===== config.mk =====
export PLATFORM = sky130hd
export DESIGN_NAME = fw_sprite_index_gen
export DESIGN_NICKNAME = d
export VERILOG_FILES = /design/src/rtl/fw_sprite_index_gen.sv
export SDC_FILE = /design/constraint.sdc
export NUM_CORES = 1
export LEC_CHECK = 0
export CORE_MARGIN = 4
export CORE_UTILIZATION = 45
export DETAILED_ROUTE_END_ITERATION = 10
export PLACE_DENSITY = 0.73
export SLEW_MARGIN = 20
export SYNTH_ARGS = -nofsm -noshare
export SYNTH_HDL_FRONTEND = slang
export SYNTH_SLANG_ARGS = --single-unit

===== constraint.sdc =====
create_clock -name Clk -period 9.6 [get_ports Clk]
set_clock_uncertainty 0.05 [all_clocks]
set_input_delay 1.44 -clock Clk [delete_from_list [all_inputs] [get_ports Clk]]
set_output_delay 1.44 -clock Clk [all_outputs]
set_load 0.02 [all_outputs]

===== src/rtl/fw_sprite_index_gen.sv =====
`default_nettype none
// ============================================================================
// fw_sprite_index_gen : animated, mirrored sprite ROM addressing and
//                       transparency keying for Fireboy and Watergirl
// Revision: 1.0
// ============================================================================
module fw_sprite_index_gen #(
   parameter int SPR_W      = 32,
   parameter int SPR_H      = 32,
   parameter int FRAMES     = 4,
   parameter int ANIM_DIV   = 8,
   parameter int TRANSP_IDX = 0,
   parameter int ADDR_W     = 12
) (
   input  logic              Clk,
   input  logic              Reset,
   input  logic [9:0]        DrawX,
   input  logic [9:0]        DrawY,
   input  logic              blank,
   input  logic              vsync,
   input  logic [9:0]        fb_x,
   input  logic [9:0]        fb_y,
   input  logic [9:0]        wg_x,
   input  logic [9:0]        wg_y,
   input  logic              fb_left,
   input  logic              wg_left,
   input  logic              fb_moving,
   input  logic              wg_moving,
   output logic [ADDR_W-1:0] fb_rom_addr,
   output logic [ADDR_W-1:0] wg_rom_addr,
   input  logic [4:0]        fb_rom_q,
   input  logic [4:0]        wg_rom_q,
   output logic [4:0]        index,
   output logic [4:0]        index2,
   output logic              fb_hit,
   output logic              wg_hit,
   output logic              blank_d
);

   localparam int FR_W  = (FRAMES > 2) ? $clog2(FRAMES) : 1;
   localparam int DIV_W = (ANIM_DIV > 1) ? $clog2(ANIM_DIV) : 1;
   localparam logic [FR_W-1:0]  c_frame_last = FR_W'(FRAMES - 1);
   localparam logic [DIV_W-1:0] c_div_last   = DIV_W'(ANIM_DIV - 1);
   localparam logic [4:0]       c_transp     = 5'(TRANSP_IDX);

   typedef enum logic [0:0] {
      ST_IDLE = 1'b0,
      ST_WALK = 1'b1
   } anim_state_t;

   logic       vsync_q, vsync_d;
   logic       bl1_q, bl1_d, bl2_q, bl2_d, bl3_q, bl3_d;
   logic       tick;

   logic [9:0]        pos_x   [2];
   logic [9:0]        pos_y   [2];
   logic              face_l  [2];
   logic              moving  [2];
   logic [4:0]        rom_q   [2];
   logic [ADDR_W-1:0] addr_o  [2];
   logic [4:0]        idx_o   [2];
   logic              hit_o   [2];

   assign pos_x[0]  = fb_x;      assign pos_x[1]  = wg_x;
   assign pos_y[0]  = fb_y;      assign pos_y[1]  = wg_y;
   assign face_l[0] = fb_left;   assign face_l[1] = wg_left;
   assign moving[0] = fb_moving; assign moving[1] = wg_moving;
   assign rom_q[0]  = fb_rom_q;  assign rom_q[1]  = wg_rom_q;

   // Falling edge of vsync: animation state only moves here, never mid-frame.
   assign tick = vsync_q & ~vsync;

   always_comb begin
      vsync_d = vsync;
      bl1_d   = blank;
      bl2_d   = bl1_q;
      bl3_d   = bl2_q;
   end

   always_ff @(posedge Clk) begin
      if (Reset) begin
         vsync_q <= 1'b1;
         bl1_q   <= 1'b0;
         bl2_q   <= 1'b0;
         bl3_q   <= 1'b0;
      end else begin
         vsync_q <= vsync_d;
         bl1_q   <= bl1_d;
         bl2_q   <= bl2_d;
         bl3_q   <= bl3_d;
      end
   end

   for (genvar c = 0; c < 2; c++) begin : g_chr
      anim_state_t       st_q, st_d;
      logic [FR_W-1:0]   frame_q, frame_d;
      logic [DIV_W-1:0]  div_q, div_d;
      logic [10:0]       dx, dy, col;
      logic              in_box;
      logic [ADDR_W-1:0] addr_q, addr_d;
      logic              in1_q, in1_d, in2_q, in2_d, hit_q, hit_d;
      logic [4:0]        idx_q, idx_d;

      always_comb begin
         st_d    = st_q;
         frame_d = frame_q;
         div_d   = div_q;
         if (tick) begin
            case (st_q)
               ST_IDLE: begin
                  if (moving[c]) begin
                     st_d    = ST_WALK;
                     frame_d = FR_W'(1);
                     div_d   = '0;
                  end
               end
               ST_WALK: begin
                  if (!moving[c]) begin
                     st_d    = ST_IDLE;
                     frame_d = '0;
                     div_d   = '0;
                  end else if (div_q == c_div_last) begin
                     div_d   = '0;
                     frame_d = (frame_q == c_frame_last) ? FR_W'(1) : frame_q + FR_W'(1);
                  end else begin
                     div_d   = div_q + DIV_W'(1);
                  end
               end
               default: begin
                  st_d    = ST_IDLE;
                  frame_d = '0;
                  div_d   = '0;
               end
            endcase
         end
      end

      // 11-bit compares keep boxes near column 1023 from wrapping to 0.
      always_comb begin
         dx     = {1'b0, DrawX} - {1'b0, pos_x[c]};
         dy     = {1'b0, DrawY} - {1'b0, pos_y[c]};
         col    = face_l[c] ? (11'(SPR_W - 1) - dx) : dx;
         in_box = blank
                & ({1'b0, DrawX} >= {1'b0, pos_x[c]})
                & ({1'b0, DrawX} <  ({1'b0, pos_x[c]} + 11'(SPR_W)))
                & ({1'b0, DrawY} >= {1'b0, pos_y[c]})
                & ({1'b0, DrawY} <  ({1'b0, pos_y[c]} + 11'(SPR_H)));
         addr_d = '0;
         if (in_box) begin
            addr_d = ADDR_W'(frame_q) * ADDR_W'(SPR_W * SPR_H)
                   + ADDR_W'(dy) * ADDR_W'(SPR_W)
                   + ADDR_W'(col);
         end
         in1_d = in_box;
         in2_d = in1_q;
         hit_d = in2_q & (rom_q[c] != c_transp);
         idx_d = hit_d ? rom_q[c] : 5'd0;
      end

      always_ff @(posedge Clk) begin
         if (Reset) begin
            st_q    <= ST_IDLE;
            frame_q <= '0;
            div_q   <= '0;
            addr_q  <= '0;
            in1_q   <= 1'b0;
            in2_q   <= 1'b0;
            hit_q   <= 1'b0;
            idx_q   <= '0;
         end else begin
            st_q    <= st_d;
            frame_q <= frame_d;
            div_q   <= div_d;
            addr_q  <= addr_d;
            in1_q   <= in1_d;
            in2_q   <= in2_d;
            hit_q   <= hit_d;
            idx_q   <= idx_d;
         end
      end

      assign addr_o[c] = addr_q;
      assign idx_o[c]  = idx_q;
      assign hit_o[c]  = hit_q;
   end

   assign fb_rom_addr = addr_o[0];
   assign wg_rom_addr = addr_o[1];
   assign index       = idx_o[0];
   assign index2      = idx_o[1];
   assign fb_hit      = hit_o[0];
   assign wg_hit      = hit_o[1];
   assign blank_d     = bl3_q;

endmodule
`default_nettype wire


==> flow_metrics.env, run 1 <==
export IMPL_status="finished, final reports clean"
export IMPL_numClockSinks=56
export IMPL_insertion_delay_ns=0.31
export IMPL_layout_drive_gt1_share_pct=2.91
export IMPL_tightest_slew_ns=0.825
export IMPL_leakagePower_nw=2.93
export IMPL_ant_nets=0
export IMPL_syn_area_per_cell_sq_um=8.63
export IMPL_synth_edf_count=0
export IMPL_htreeDepth=2
export IMPL_finalNetCount=864
export IMPL_cp_start_kind="input port"
export IMPL_yosys_area_top_type="ha_1"
export IMPL_irDropWorstVdd_uv=92.5
export IMPL_hold_class="register to register"
export IMPL_drt_total_wl_um=11700
export IMPL_holdWs_ns=0.389
export IMPL_cts_setup_buffers=0
export IMPL_postPlaceCellArea_sq_um=6210
export IMPL_cts_hold_buf=0
export IMPL_place_inst=819
export IMPL_cellPowerDensity_nw_per_um2=122
export IMPL_ys_flop_type="dfxtp_1"
export IMPL_fin_crit_sh_pct=56.4
export IMPL_die_h_um=113
export IMPL_finalSetupViolCount=0
export IMPL_finalSetupTns_ns=0
export IMPL_clockBufferDepth=2
export IMPL_synth_area_sq_um=4950
export IMPL_cts_root_buf="clkbuf_8"
export IMPL_cts_resized=0
export IMPL_synth_most_common_cell="ha_1"
export IMPL_start_util_pct=45.8
export IMPL_yosysWarnings=0
export IMPL_critPathKind="input port to register"
export IMPL_clock_fmax_mhz=185
export IMPL_cpMostUsedCell="ha_1"
export IMPL_rows=38
export IMPL_end_kind="register"
export IMPL_finalMaxSlewViolations=0
export IMPL_async_flop_share_pct=0
export IMPL_synth_common_cells="ha_1, inv_1, dfxtp_1"
export IMPL_slowest_delay_ns=0.45
export IMPL_max_slew_margin_rel_pct=44.7
export IMPL_critical_path_slowest_cell="fa_1"
export IMPL_die_w_um=113
export IMPL_grt_pass1_wl_um=19800
export IMPL_io_buffers=114
export IMPL_synth_area_leaders="ha_1, dfxtp_1, xnor2_1, inv_1, nor2_1"
export IMPL_grt_max_degree=21
export IMPL_design_area_sq_um=6310
export IMPL_syn_inst=573
export IMPL_synth_top_area_share_pct=23.3
export IMPL_ys_seq_elements=56
export IMPL_fin_crit_ns=5.41
export IMPL_antenna_found_initial=0
export IMPL_gp_congestion=0.864
export IMPL_path_delay_family="adder cells"
export IMPL_viasPerCell=5.14
export IMPL_syn_nets=751
export IMPL_grt_pass1_vias=4276
export IMPL_worst_path_buf_inv=4
export IMPL_cts_made_buffers=5
export IMPL_fin_cells=827
export IMPL_ys_types=55
export IMPL_num_vias=4247
export IMPL_dp_hpwl_um=10200
export IMPL_tritoncts="done"
export IMPL_routedWlPerCell_um=14.1
export IMPL_overflow=0
export IMPL_path_cells="clkdlybuf4s50_1 > inv_1 > ha_1 > inv_1 > fa_1 > a211oi_2 > nor2_2 > a21o_1 > a21oi_1 > xnor2_1 > inv_1 > ha_1 > nand2_1 > o21ai_0 > ha_1 > ha_1 > fa_1 > a21o_1 > a21oi_1 > xor2_1 > nor2_1"
export IMPL_drt_iter0_markers=126
export IMPL_die_area_sq_um=12700
export IMPL_rsz0062_at_grt="no"
export IMPL_worstPathRequired_ns=9.74
export IMPL_yosysSeqAreaShare_pct=22.7
export IMPL_core_sq_um=10800
export IMPL_finalHoldViolCount=0
export IMPL_drc=0
export IMPL_io_pins=115
export IMPL_cp_arrival_ns=5.55
export IMPL_cp_max_fo=3
export IMPL_path_clk_slew_ns=0.10
export IMPL_final_util_pct=58.5
export IMPL_track_usage_pct=18.6
export IMPL_drv_cap=0
export IMPL_syn2layout_area_growth_pct=27.5
export IMPL_fillCellCount=1016
export IMPL_num_antenna_cells=0
export IMPL_first_pass_iters=4
[cells in the final DEF (no fill, tap or decap), types with 3 or more instances in the layout]
master	n
o21ai_0	13
a21oi_1	32
nand2b_1	3
nor2_1	53
fa_1	8
a21o_1	26
a311oi_1	3
o31ai_1	3
ha_1	92
clkdlybuf4s50_1	114
nor2b_1	16
xor2_1	18
and2_1	12
nand3_1	15
nor3_1	6
a211oi_1	4
nand2_1	24
nand4_1	5
clkbuf_8	6
o2111ai_1	3
o21a_1	9
a22oi_1	5
inv_1	65
xnor2_1	51
and3_1	6
dfxtp_1	56
[cell type report]
class | count | area, sq um | share of cell area, %
Multi-Input combinational cell | 444 | 3530 | 56.0
Timing Repair Buffer | 114 | 1140 | 18.1
Sequential cell | 56 | 1120 | 17.8
Inverter | 65 | 244 | 3.87
Tap cell | 140 | 175 | 2.78
Clock buffer | 6 | 82.6 | 1.31
Clock inverter | 2 | 13.8 | 0.218
[sequential cells by signal, summed over array words and instances, names as in the netlist, 2 cells and up]
register,cells
g_chr.div_q,6
g_chr.st_q,2
index2,5
g_chr.in2_q,2
fb_rom_addr,12
g_chr.frame_q,4
index,5
g_chr.in1_q,2
wg_rom_addr,12
[per-layer routing]
metal  routed length (um)  vias to the layer above  track usage, %
met5                    0                        -               0
met4                  202                        0            5.37
met3                  505                       12            2.09
met2                 5630                       96            32.0
met1                 5360                     1937            24.6
li1                     -                     2202               -
[cell families after synthesis]
group / after synthesis / synth area share (%)
DFF: 56 / 22.7
and+or+nand+nor: 150 / 14.7
AOI/OAI and AO/OA: 123 / 17.6
buffers and inverters: 73 / 5.94
muxes: 2 / 0.405
adders and majority gates: 100 / 26.5
xor gates and xnor gates: 69 / 12.2
[where the power goes]
part | total, W | switching (W) | internal [W]
Clock | 0.000133 | 0.0000744 | 0.0000591
Combinational | 0.000400 | 0.000203 | 0.000196
Sequential | 0.000239 | 0.00000250 | 0.000236
Total | 0.000772 | 0.000280 | 0.000492
[through the flow]
step           setup slack [ns]  power [W]
4_1_cts                    4.20   0.000782
2_1_floorplan              4.60   0.000536
5_1_grt                    3.84   0.000840
3_3_place_gp               3.97   0.000634
3_5_place_dp               3.86   0.000644
6_report                   4.19   0.000772
[worst paths after layout]
| path | start | end | slack (ns) | cells after the start |
|---|---|---|---|---|
| worst max-delay path | DrawX[0] | wg_rom_addr[10]$_SDFF_PP0_ | 4.19 | 21 |
| worst min register to register | bl2_q$_SDFF_PP0_ | blank_d$_SDFF_PP0_ | 0.39 | 1 |
| worst max register to register | g_chr[0].frame_q[0]$_SDFFE_PP0P_ | fb_rom_addr[11]$_SDFF_PP0_ | 7.79 | 5 |
| worst min-delay path | bl2_q$_SDFF_PP0_ | blank_d$_SDFF_PP0_ | 0.39 | 1 |
Note: power is estimated with default switching activity, not from simulation.
==> run 2, diff against run 1 <==
Clock period 9.6 ns to 5.5 ns, I/O delays scaled along.
==> run 2 against run 1 <==
Largest power group unchanged. Design area is 0.24% higher. Largest cell class unchanged. Core utilization is 0.14 points higher. Wire length is 1.3% lower. Global-route usage is 0.53 points lower. Setup slack worse by 3.5 ns.
==> flow_metrics.env, run 2 (same netlist as run 1, synthesis figures left out) <==
export IMPL_layout_drive_gt1_share_pct=2.91
export IMPL_track_usage_pct=18.1
export IMPL_insertion_delay_ns=0.31
export IMPL_finalSetupViolCount=0
export IMPL_fin_crit_ns=4.76
export IMPL_grt_pass1_vias=4179
export IMPL_ant_nets=0
export IMPL_grt_pass1_wl_um=19300
export IMPL_leakagePower_nw=2.93
export IMPL_grt_busiest_layer="met2"
export IMPL_io_pins=115
export IMPL_max_slew_margin_rel_pct=44.9
export IMPL_cts_resized=0
export IMPL_overflow=0
export IMPL_syn2layout_area_growth_pct=27.8
export IMPL_critPathKind="input port to register"
export IMPL_num_antenna_cells=0
export IMPL_worstPathRequired_ns=5.63
export IMPL_drt_total_wl_um=11500
export IMPL_drt_iter0_markers=191
export IMPL_cellPowerDensity_nw_per_um2=217
export IMPL_numClockSinks=56
export IMPL_fin_total_pwr_w=0.00137
export IMPL_slowest_delay_ns=0.42
export IMPL_grt_max_degree=21
export IMPL_tritoncts="done"
export IMPL_irDropWorstVdd_uv=130
export IMPL_finalSetupTns_ns=0
export IMPL_viasPerCell=5.11
export IMPL_core_sq_um=10800
export IMPL_rows=38
export IMPL_layout_common_cells="clkdlybuf4s50_1, ha_1, inv_1"
export IMPL_htreeDepth=2
export IMPL_gr_usage_met2_pct=31.5
export IMPL_dp_hpwl_um=10100
export IMPL_first_pass_iters=4
export IMPL_cts_root_buf="clkbuf_8"
export IMPL_cp_start_kind="input port"
export IMPL_drv_cap=0
export IMPL_cp_max_fo=3
export IMPL_num_vias=4230
export IMPL_critical_path_slowest_cell="fa_1"
export IMPL_cp_arrival_ns=4.89
export IMPL_routedWlPerCell_um=14.0
export IMPL_fillCellCount=991
export IMPL_rsz0062_at_grt="no"
export IMPL_die_area_sq_um=12700
export IMPL_grt_use_met1_pct=24.1
export IMPL_antenna_found_initial=0
export IMPL_gp_congestion=0.864
export IMPL_hold_class="register to register"
export IMPL_cts_hold_buf=0
export IMPL_finalMaxSlewViolations=0
export IMPL_cts_setup_buffers=0
export IMPL_path_clk_slew_ns=0.10
export IMPL_final_common_cell="clkdlybuf4s50_1"
export IMPL_end_kind="register"
export IMPL_cts_made_buffers=5
export IMPL_finalHoldViolCount=0
export IMPL_die_h_um=113
export IMPL_die_w_um=113
export IMPL_fin_crit_sh_pct=86.6
export IMPL_io_buffers=114
export IMPL_status="finished, final reports clean"
export IMPL_clockBufferDepth=2
export IMPL_grtUsageMet3_pct=1.93
export IMPL_start_util_pct=45.8
export IMPL_finalNetCount=864
export IMPL_drc=0
export IMPL_clock_fmax_mhz=210
export IMPL_tightest_slew_ns=0.822
export IMPL_path_cells="clkdlybuf4s50_1 > inv_1 > ha_1 > inv_1 > fa_1 > a211oi_2 > nor2_2 > a21o_1 > a21oi_1 > xnor2_1 > inv_1 > ha_1 > inv_1 > nand2_1 > xnor2_1 > ha_1 > ha_1 > a21o_1 > a21o_1 > a21o_1 > a21oi_1 > xnor2_1 > nor2_1"
-- run 2: final cells by class --
class	count	area (sq um)	share of cell area, %
timing repair buffer	114	1140	18.0
tap	140	175	2.77
inverter	65	244	3.86
clock inverter	3	42.5	0.673
multi-input combinational	444	3530	55.8
sequential	56	1120	17.7
clock buffer	5	68.8	1.09
-- run 2: where the power goes --
group          internal [W]  switching [W]  total [W]
Sequential         0.000413     0.00000439   0.000417
Clock              0.000135       0.000126   0.000261
Combinational      0.000342       0.000352   0.000694
Total              0.000889       0.000483    0.00137
-- run 2: path summary, 6_finish.rpt --
| kind | slack [ns] | cells after the start | end | from |
|---|---|---|---|---|
| worst max-delay path | 0.74 | 23 | wg_rom_addr[11]$_SDFF_PP0_ | DrawX[0] |
| worst min-delay path | 0.38 | 1 | blank_d$_SDFF_PP0_ | bl2_q$_SDFF_PP0_ |
| worst max register to register | 3.69 | 5 | fb_rom_addr[11]$_SDFF_PP0_ | g_chr[0].frame_q[0]$_SDFFE_PP0P_ |
| worst min register to register | 0.38 | 1 | blank_d$_SDFF_PP0_ | bl2_q$_SDFF_PP0_ |
-- run 2: stage by stage --
stage                     std cells  utilization, %  setup slack, ns  instance area, sq um  hold WS, ns
after floorplan                 573               -             1.11                  4950        0.364
after CTS                       827            58.6            0.743                  6320        0.386
final                           827            58.6            0.739                  6320        0.382
after detailed placement        819            57.6            0.412                  6210        0.374
after global routing            827            58.6            0.491                  6320        0.397
after global placement          819            57.6            0.488                  6210        0.367
-- run 2: worst max-delay path, delay by kind of cell --
kind	cells	cell delay (ns)
fa+ha+maj	5	1.41
xor+xnor	3	0.49
buf+inv	5	0.70
simple gates	3	0.21
compound gates	7	1.27
-- run 2: layer usage --
| layer | up-vias | routed length [um] |
|---|---|---|
| li1 | 2197 | - |
| met1 | 1945 | 5300 |
| met2 | 81 | 5700 |
| met3 | 7 | 430 |
| met4 | 0 | 116 |
| met5 | - | 0 |
